`config.mk`:
```
export PLATFORM = sky130hd
export DESIGN_NAME = control_sync
export DESIGN_NICKNAME = d
export VERILOG_FILES = /design/src/rtl/control_sync.sv
export SDC_FILE = /design/constraint.sdc
export NUM_CORES = 1
export LEC_CHECK = 0
export ABC_AREA = 1
export BUFFER_PORTS_ARGS = -buffer_cell sky130_fd_sc_hd__buf_2
export CELL_PAD_IN_SITES_DETAIL_PLACEMENT = 0
export CELL_PAD_IN_SITES_GLOBAL_PLACEMENT = 1
export CORE_MARGIN = 4
export CORE_UTILIZATION = 43
export DETAILED_ROUTE_END_ITERATION = 16
export PLACE_DENSITY_LB_ADDON = 0.1
export SKIP_LAST_GASP = 1
export SYNTH_ARGS = -nofsm -noshare
export SYNTH_HDL_FRONTEND = slang
export SYNTH_SLANG_ARGS = --single-unit
```
`constraint.sdc`:
```
create_clock -name clk -period 2.2 [get_ports clk]
set_input_delay 0.66 -clock clk [delete_from_list [all_inputs] [get_ports clk]]
set_output_delay 0.66 -clock clk [all_outputs]
set_load 0.02 [all_outputs]
```
`src/rtl/control_sync.sv`:
```
// control_sync: brings a quasi-static JTAG control word into the clk domain,
// accepting a word only after it has been seen unchanged for STABLE_CYCLES+1 samples.
module control_sync #(
    parameter int WIDTH         = 8,
    parameter int SYNC_STAGES   = 2,
    parameter int STABLE_CYCLES = 4
) (
    input  logic             clk,
    input  logic             rst,
    input  logic [WIDTH-1:0] control_async,
    input  logic             hold,
    output logic [WIDTH-1:0] control,
    output logic             control_valid,
    output logic             control_changed,
    output logic [7:0]       change_count
);
    typedef enum logic {UNLOCKED, LOCKED} state_e;

    localparam logic [7:0] S = 8'(STABLE_CYCLES);

    logic [SYNC_STAGES-1:0][WIDTH-1:0] sync_q;
    logic [WIDTH-1:0]                  prev_q, control_q, sync_last;
    logic [7:0]                        cnt_q, cnt_d, count_q;
    logic                              changed_q, stable, accept;
    state_e                            state_q;

    assign sync_last = sync_q[SYNC_STAGES-1];
    assign stable    = sync_last == prev_q;
    assign cnt_d     = !stable ? 8'd0 : (cnt_q == S ? S : cnt_q + 8'd1);
    // the first accept after reset is unconditional on value, so an all-zero word still locks
    assign accept    = cnt_q == S && stable && !hold && (state_q == UNLOCKED || sync_last != control_q);

    always_ff @(posedge clk or posedge rst) begin
        if (rst) begin
            sync_q    <= '0;
            prev_q    <= '0;
            cnt_q     <= '0;
            control_q <= '0;
            changed_q <= 1'b0;
            count_q   <= '0;
            state_q   <= UNLOCKED;
        end else begin
            sync_q    <= {sync_q[SYNC_STAGES-2:0], control_async};
            prev_q    <= sync_last;
            cnt_q     <= cnt_d;
            changed_q <= accept;
            if (accept) begin
                control_q <= sync_last;
                count_q   <= count_q + 8'd1;
                state_q   <= LOCKED;
            end
        end
    end

    assign control         = control_q;
    assign control_valid   = state_q == LOCKED;
    assign control_changed = changed_q;
    assign change_count    = count_q;
endmodule

```
======== Yosys cells after proc, flatten, opt, wreduce, memory -nomap -nowiden ========
Cells that the tools add are included.
W data, S select, Z words.
storage, ports and cells
  logic and storage cells ................. 21
  output and inout bits ................... 18
  register bits ........................... 50
cells by class
  muxes and demuxes ....................... 2
  reductions and logical operators ........ 5
  bitwise logic cells ..................... 1
  equality and inequality tests ........... 3
  add/subtract/negate cells ............... 2
operators by type and width
  operator               number
  $add A8 B1 Y8 const B  2
  $mux W8                2
  $eq A8 B3 Y1 const B   1
  $eq A8 B8 Y1           1
  $ne A8 B8 Y1           1
  $logic_and A1 B1 Y1    3
  $logic_not A1 Y1       1
  $logic_or A1 B1 Y1     1
  $not A1 Y1             1

======== Longest topological paths before layout ========
Gate-level depths: netlist (run 1).
  depth after elaboration ................. 4
  mapped depth ............................ 11
  depth with buffers taken out ............ 11

======== Least setup slack after synthesis (run 1) ========
No wires, ideal clock.
  path kind ............................... register -> register
  from .................................... register cnt_q[0]
  to ...................................... register control_q[1] (netlist: control[1])
  stages on the path, launching flop included .. 11
  data arrival time ....................... 1.313 ns
  buffers on the path ..................... 1
  setup time .............................. 0.118 ns
  setup slack ............................. 0.769 ns
  path through ............................ dfrtp_1 inv_1 ha_1 nand2_1 nor2_1 nand3_1 nor2_4 nand2_2 buf_6 nand2_1 nand2_1
between the ends
  longest elaborated chain between the ends .. 4
ends and longest elaborated chain
  element                           line  text
  start, declared                   23    logic [7:0] cnt_q, cnt_d, count_q;
  start signal, assigned            45    cnt_q <= cnt_d;
  $eq A8 B3 Y1                      31    assign accept = cnt_q == S && stable && !hold && (state_q == UNLOCKED || sync_last != control_q);
  $logic_and A1 B1 Y1 (3 in a row)  31
  end signal, assigned              48    control_q <= sync_last;
  end, declared                     22    logic [WIDTH-1:0] prev_q, control_q, sync_last;
Every way passes these cells.
A chain may end at the register's enable or synchronous reset.

======== Worst setup path in the final report (run 1) ========
  from .................................... register sync_q (netlist bit sync_last[2])
  to ...................................... register control_q[6] (netlist: control[6])
between the ends
  longest elaborated chain between the ends .. 4
ends and longest elaborated chain
  element                           line  text
  start, declared                   21    logic [SYNC_STAGES-1:0][WIDTH-1:0] sync_q;
  start signal, assigned            43    sync_q <= {sync_q[SYNC_STAGES-2:0], control_async};
  $eq A8 B8 Y1                      28    assign stable = sync_last == prev_q;
  $logic_and A1 B1 Y1 (2 in a row)  31
  $logic_and A1 B1 Y1 (*)           31
Mark *: on every way between the ends. The rest lies on a longest branch, timed or not.

==> results of run 1 <==
## cells by family (layout without fill, tap and decap cells)
family / Yosys count / count (layout) / synth area share [%]
AOI/OAI and AO/OA: 4 / 4 / 0.8635
xor gates and xnor gates: 13 / 13 / 4.911
adders and majority gates: 3 / 3 / 1.619
buffers and inverters: 44 / 79 / 7.825
DFF: 50 / 50 / 53.97
and+or+nand+nor: 157 / 157 / 30.82
## power by group
part,internal [W],total (W),switching [W]
registers,0.000940,0.000958,0.0000175
logic,0.0000309,0.0000794,0.0000485
clock network,0.000219,0.000488,0.000268
total,0.00119,0.00152,0.000334
## final cells by class
| cell class | instances | share of cell area, % |
|---|---|---|
| repair buffers | 31 | 6.660 |
| clock buffers | 7 | 2.902 |
| multi-input cells | 177 | 33.68 |
| inverters | 41 | 5.852 |
| flip-flops and latches | 50 | 47.57 |
| well taps | 70 | 3.330 |
## stage by stage
| step | util (%) | total power, W |
|---|---|---|
| after floorplan | - | 0.001027 |
| after global placement | 49.37 | 0.001057 |
| after detailed placement | 49.37 | 0.001058 |
| after CTS | 50.85 | 0.001561 |
| after global routing | 50.85 | 0.001611 |
| final | 50.85 | 0.001525 |
## worst max-delay path, cell delays in order (launching register included)
cell and delay [ps]:
dfrtp_1 440, inv_1 70, nand2_1 50, nand2_1 110
nand3_1 80, nor2_1 100, nand3b_1 250, nand2_2 300
nand2_1 80, nand2_1 60
## routing by layer
metal / GRT usage (%) / wire [µm] / vias up
li1: - / - / 910
met1: 20.91 / 2226 / 788
met2: 23.53 / 1878 / 27
met3: 3.838 / 166 / 2
met4: 4.561 / 30 / 0
met5: 0 / 0 / -
## flip-flops by register name, indices dropped and copies added (netlist names)
name / flops
sync_last: 8
control_valid: 1
control_changed: 1
cnt_q: 8
control: 8
prev_q: 8
sync_q: 8
change_count: 8
## cells in the final DEF (no fill, tap or decap)
master | netlist | routed
nand2_1 | 82 | 82
clkbuf_8 | 0 | 5
nand2_4 | 1 | 1
nor2_1 | 17 | 17
buf_2 | 1 | 28
and3_1 | 2 | 2
xnor2_1 | 8 | 8
dfrtp_1 | 50 | 50
nand3b_1 | 3 | 3
nor3_1 | 6 | 6
buf_12 | 0 | 1
xor2_1 | 5 | 5
buf_4 | 0 | 2
clkbuf_1 | 0 | 2
nor2_4 | 2 | 2
nand2_2 | 2 | 2
nor2_2 | 2 | 2
nand3_1 | 29 | 29
nor3_2 | 1 | 1
nor4_1 | 1 | 1
nand4_1 | 7 | 7
ha_1 | 3 | 3
inv_2 | 0 | 1
inv_1 | 41 | 40
a21oi_1 | 4 | 4
or2_2 | 1 | 1
nor3b_1 | 1 | 1
## worst max-delay path by stage
| stage | to | depth (start not counted) |
|---|---|---|
| after floorplan | change_count[0] | 1 |
| after global placement | control[1] | 9 |
| after detailed placement | control[5] | 9 |
| after CTS | control[6] | 9 |
| after global routing | control[7] | 9 |
| final | control[6] | 9 |
==> run_results.csv, run 1 <==
group,metric,value,unit
status,status,"finished, final reports clean",
drt,vias_per_cell,4.593,
final_layout,nets,320,
critical_path,r2r-end,"control[6]",
drt,vias,1727,
power,p_leak,1.366,nW
final_layout,fillers,490,
critical_path,crit_start,"sync_last[2]",
critical_path,reg2reg_setup_slack,590,ps
timing,hold_viol,0,
global_routing,grt_max_degree,51,
synthesis,synth.distinct_cells,23,
clock_tree,hold_buffers,0,
timing,fmax,0.6195,GHz
clock_tree,htreeDepth,2,
synthesis,ys_seq_area_share,53.97,%
final_layout,antennaDiodeCount,0,
clock_tree,clockBufferDepth,2,
final_layout,drive_above_1_share,15.03,%
synthesis,syn_area_per_cell,8.555,µm²
placed_design,routabilityCongestion,0.8325,
drt,wl,4302,µm
min_path,hold_path_startpoint,"sync_q[3]",
synthesis,post_synth_inst_count,271,
critical_path,reg2reg_depth,9,
synthesis,synth_top_area_share,53.97,%
drt,route.detailed.wl_per_inst,11.44,µm
synthesis,synth_ff_type,"dfrtp_1",
synthesis,synth_edf_count,0,
timing,slew_violations,0,
clock_tree,clkSlewWorstSetupHoldPaths,80,ps
clock_tree,insertion_delay,290,ps
global_routing,antenna_found_initial,0,
min_path,hold_class,"reg -> reg",
floorplanning,die_w,81.43,µm
drt,drtAntennaViolNets,0,
placed_design,place_inst,369,
timing,fin_crit_sh,73.38,%
final_layout,final_area,0.002630,mm²
power,p_per_area,579.8,mW/mm²
placed_design,dp_hpwl,3138,µm
min_path,hold_end,"sync_last[3]",
final_layout,area_growth,13.44,%
synthesis,async_flop_share,100.0,%
placed_design,post_dp_cell_area,0.002554,mm²
final_layout,seqCellArea,0.001251,mm²
floorplanning,placementRows,26,
floorplanning,initial_utilization,44.82,%
critical_path,arrival,1840,ps
critical_path,path_class,"reg -> reg",
timing,min_period,1614,ps
synthesis,synthesis.area,0.002318,mm²
critical_path,r2r-start,"sync_last[2]",
global_routing,grt_pass1_vias,1643,
critical_path,crit_path_end_kind,"register",
timing,worst_slack,585.7,ps
critical_path,cp-start-kind,"register",
synthesis,ys_warn_count,0,
synthesis,synth_nets,285,
final_layout,finalNonFillerCells,376,
synthesis,ys_top_cells_by_area,"dfrtp_1, nand2_1, inv_1",
timing,rsz0062_at_grt,"false",
floorplanning,die_y,81.43,µm
floorplanning,ios,29,
timing,hold_slack,351.6,ps
timing,tns,0,ps
placed_design,preCtsSetupSlack,577.8,ps
drt,drtPass1Iterations,4,
critical_path,cp_max_fo,11,
floorplanning,fp.dieArea,0.006631,mm²
clock_tree,root_buffer,"clkbuf_8",
synthesis,synth_common_cells,"nand2_1, dfrtp_1, inv_1",
global_routing,grt_overflow_total,0,
global_routing,grt_pass1_wl,7638,µm
flow_run,max_cap_viol_count,0,
drt,drc,0,
critical_path,crit_required,2430,ps
synthesis,synth_top_area_cell,"dfrtp_1",
final_layout,multi_input_area,885.9,µm²
timing,slew-limit-headroom,62.06,%
timing,setup_viol,0,
drt,initialDrtViolationCount,77,
global_routing,grt_usage,15.15,%
min_path,min_path_cells,0,
floorplanning,core,0.005172,mm²
clock_tree,cts_sinks,50,
clock_tree,post-cts-setup-buffers,0,
timing,fin_skew,7.268,ps
power,vdd.ir_drop.worst,0.3441,mV
synthesis,synth_most_common_cell,"nand2_1",
placed_design,io_buffers,28,
clock_tree,cts_tree,"built",
timing,worst-slew-pin-transition,563.9,ps
clock_tree,cts_made_buffers,5,
synthesis,synth-seq-cells,50,
clock_tree,cts.repair.resized,0,
(Power assumes the default switching activity.)
==> run 2, diff against run 1 <==
Clock period 2.2 ns to 1.53 ns, I/O delays scaled along.
==> run 2 against run 1 <==
Compared with the run above: highest routed layer unchanged; core utilization grew 6.0 points; final cell count increased by 4.8%; power increased by 59%; count of clock-buffer cells in the layout decreased by 2; the run now ends with setup timing left; maximum frequency grew 4.8%.
==> run_results.csv, run 2 (synthesized netlist as in run 1, its figures left out) <==
group,metric,value,unit
status,status,"finished with violations",
status,violations,"setup timing",
critical_path,path_class,"reg -> reg",
clock_tree,insertion_delay,300,ps
clock_tree,clockBufferDepth,2,
placed_design,preCtsSetupSlack,-40.82,ps
clock_tree,root_buffer,"clkbuf_8",
timing,rsz0062_at_grt,"true",
timing,fmax,0.6494,GHz
global_routing,grt_overflow_total,0,
placed_design,dp_hpwl,3209,µm
drt,drc,0,
floorplanning,die_y,81.43,µm
timing,min_period,1540,ps
clock_tree,cts_made_buffers,5,
floorplanning,placementRows,26,
clock_tree,clkSlewWorstSetupHoldPaths,80,ps
flow_run,max_cap_viol_count,0,
final_layout,drive_above_1_share,30.25,%
final_layout,area_growth,26.82,%
floorplanning,ios,29,
final_layout,antennaDiodeCount,0,
power,vdd.ir_drop.worst,0.4714,mV
critical_path,reg2reg_depth,8,
timing,setup_viol,4,
drt,drtAntennaViolNets,0,
global_routing,grt_pass1_vias,1772,
drt,drtPass1Iterations,4,
final_layout,fillers,472,
timing,slew_violations,0,
global_routing,grt_pass1_wl,8086,µm
timing,worst_slack,-9.873,ps
global_routing,grt_usage,15.97,%
timing,tns,-22.94,ps
min_path,hold_class,"in -> async",
power,p_per_area,825.0,mW/mm²
timing,slew-limit-headroom,80.01,%
placed_design,io_buffers,28,
critical_path,cp-start-kind,"register",
final_layout,final_common_cell,"nand2_1",
critical_path,critPathBufInv,0,
power,p_leak,1.479,nW
final_layout,multi_input_area,0.001022,mm²
floorplanning,fp.dieArea,0.006631,mm²
timing,fin_skew,5.192,ps
global_routing,grt_max_degree,51,
drt,vias,1809,
final_layout,nets,337,
drt,wl,4762,µm
floorplanning,core,0.005172,mm²
final_layout,mostFrequentLayoutCells,"nand2_1, dfrtp_1, inv_1, buf_2, nand3_1",
critical_path,worst-path-stages,8,
critical_path,slowest_stage,"dfrtp_2",
critical_path,arrival,1730,ps
floorplanning,initial_utilization,44.82,%
clock_tree,cts_sinks,50,
critical_path,critical_path.top_delay_family,"simple AND/OR/NAND/NOR gates",
global_routing,antenna_found_initial,0,
critical_path,slowest_delay,450,ps
timing,worst-slew-pin-transition,297.5,ps
drt,route.detailed.wl_per_inst,12.09,µm
critical_path,cp_max_fo,6,
final_layout,seqCellArea,0.001257,mm²
placed_design,routabilityCongestion,0.8461,
floorplanning,die_w,81.43,µm
critical_path,path_cells,"xnor2_2 -> nand2_2 -> nor2_4 -> nand2_4 -> nor2_4 -> nand2_4 -> nand2_1 -> nand2_1",
clock_tree,cts_tree,"built",
critical_path,crit_required,1720,ps
clock_tree,htreeDepth,2,
power,p_total,0.002426,W
timing,fin_crit_sh,100.6,%
critical_path,crit_path_end_kind,"register",
timing,hold_viol,0,
timing,hold_slack,214.1,ps
drt,initialDrtViolationCount,51,
drt,vias_per_cell,4.591,
[run 2: worst paths after layout]
kind,from,endpoint,slack [ps]
worst max-delay path,sync_last[3],control[5],-10
min in group clk,control_async[0],sync_q[0],260
max in group asynchronous,rst,sync_last[6],1090
worst min-delay path,rst,prev_q[5],210
worst min register to register,sync_q[3],sync_last[3],350
worst max register to register,sync_last[3],control[5],-10
[run 2: power breakdown]
part	internal, W	leakage (nW)	total (W)	switching (W)
clock network	0.000481	0.0579	0.000903	0.000422
registers	0.00135	0.628	0.00138	0.0000221
logic	0.0000621	0.793	0.000147	0.0000850
[run 2: cell type report]
cell class / instances / share of cell area (%)
clock buffers: 5 / 2.340
clock inverters: 3 / 1.362
inverters: 41 / 5.362
multi-input cells: 178 / 34.77
flip-flops and latches: 50 / 42.77
well taps: 70 / 2.979
repair buffers: 47 / 10.43
[run 2: metal layers]
metal,global-route usage [%],wire (µm)
met4,5.574,70
met5,0,0
met3,2.851,169
met2,25.65,2157
met1,21.73,2364
[run 2: repair_timing]
| action | CTS | global route |
|---|---|---|
| endpoints found under the setup margin | 21 | 24 |
| hold buffers | 0 | 0 |
| buffers inserted | 3 | 4 |
| cloned | 0 | 2 |
| gates resized for setup | 4 | 39 |
| pin swaps | 1 | 20 |
[run 2: worst register-to-register path, delay by kind of cell, from the launching register on]
kind / cells / cell delay, ps
AND/OR/NAND/NOR: 7 / 820
flip-flops: 1 / 450
XOR/XNOR: 1 / 170
[run 2: metrics by stage]
step / std cells / instance area, µm² / utilization, %
after global placement: 377 / 2618 / 50.60
final: 394 / 2940 / 56.85
after detailed placement: 377 / 2618 / 50.60
after global routing: 394 / 2940 / 56.85
after floorplan: 271 / 2322 / -
after CTS: 388 / 2765 / 53.46
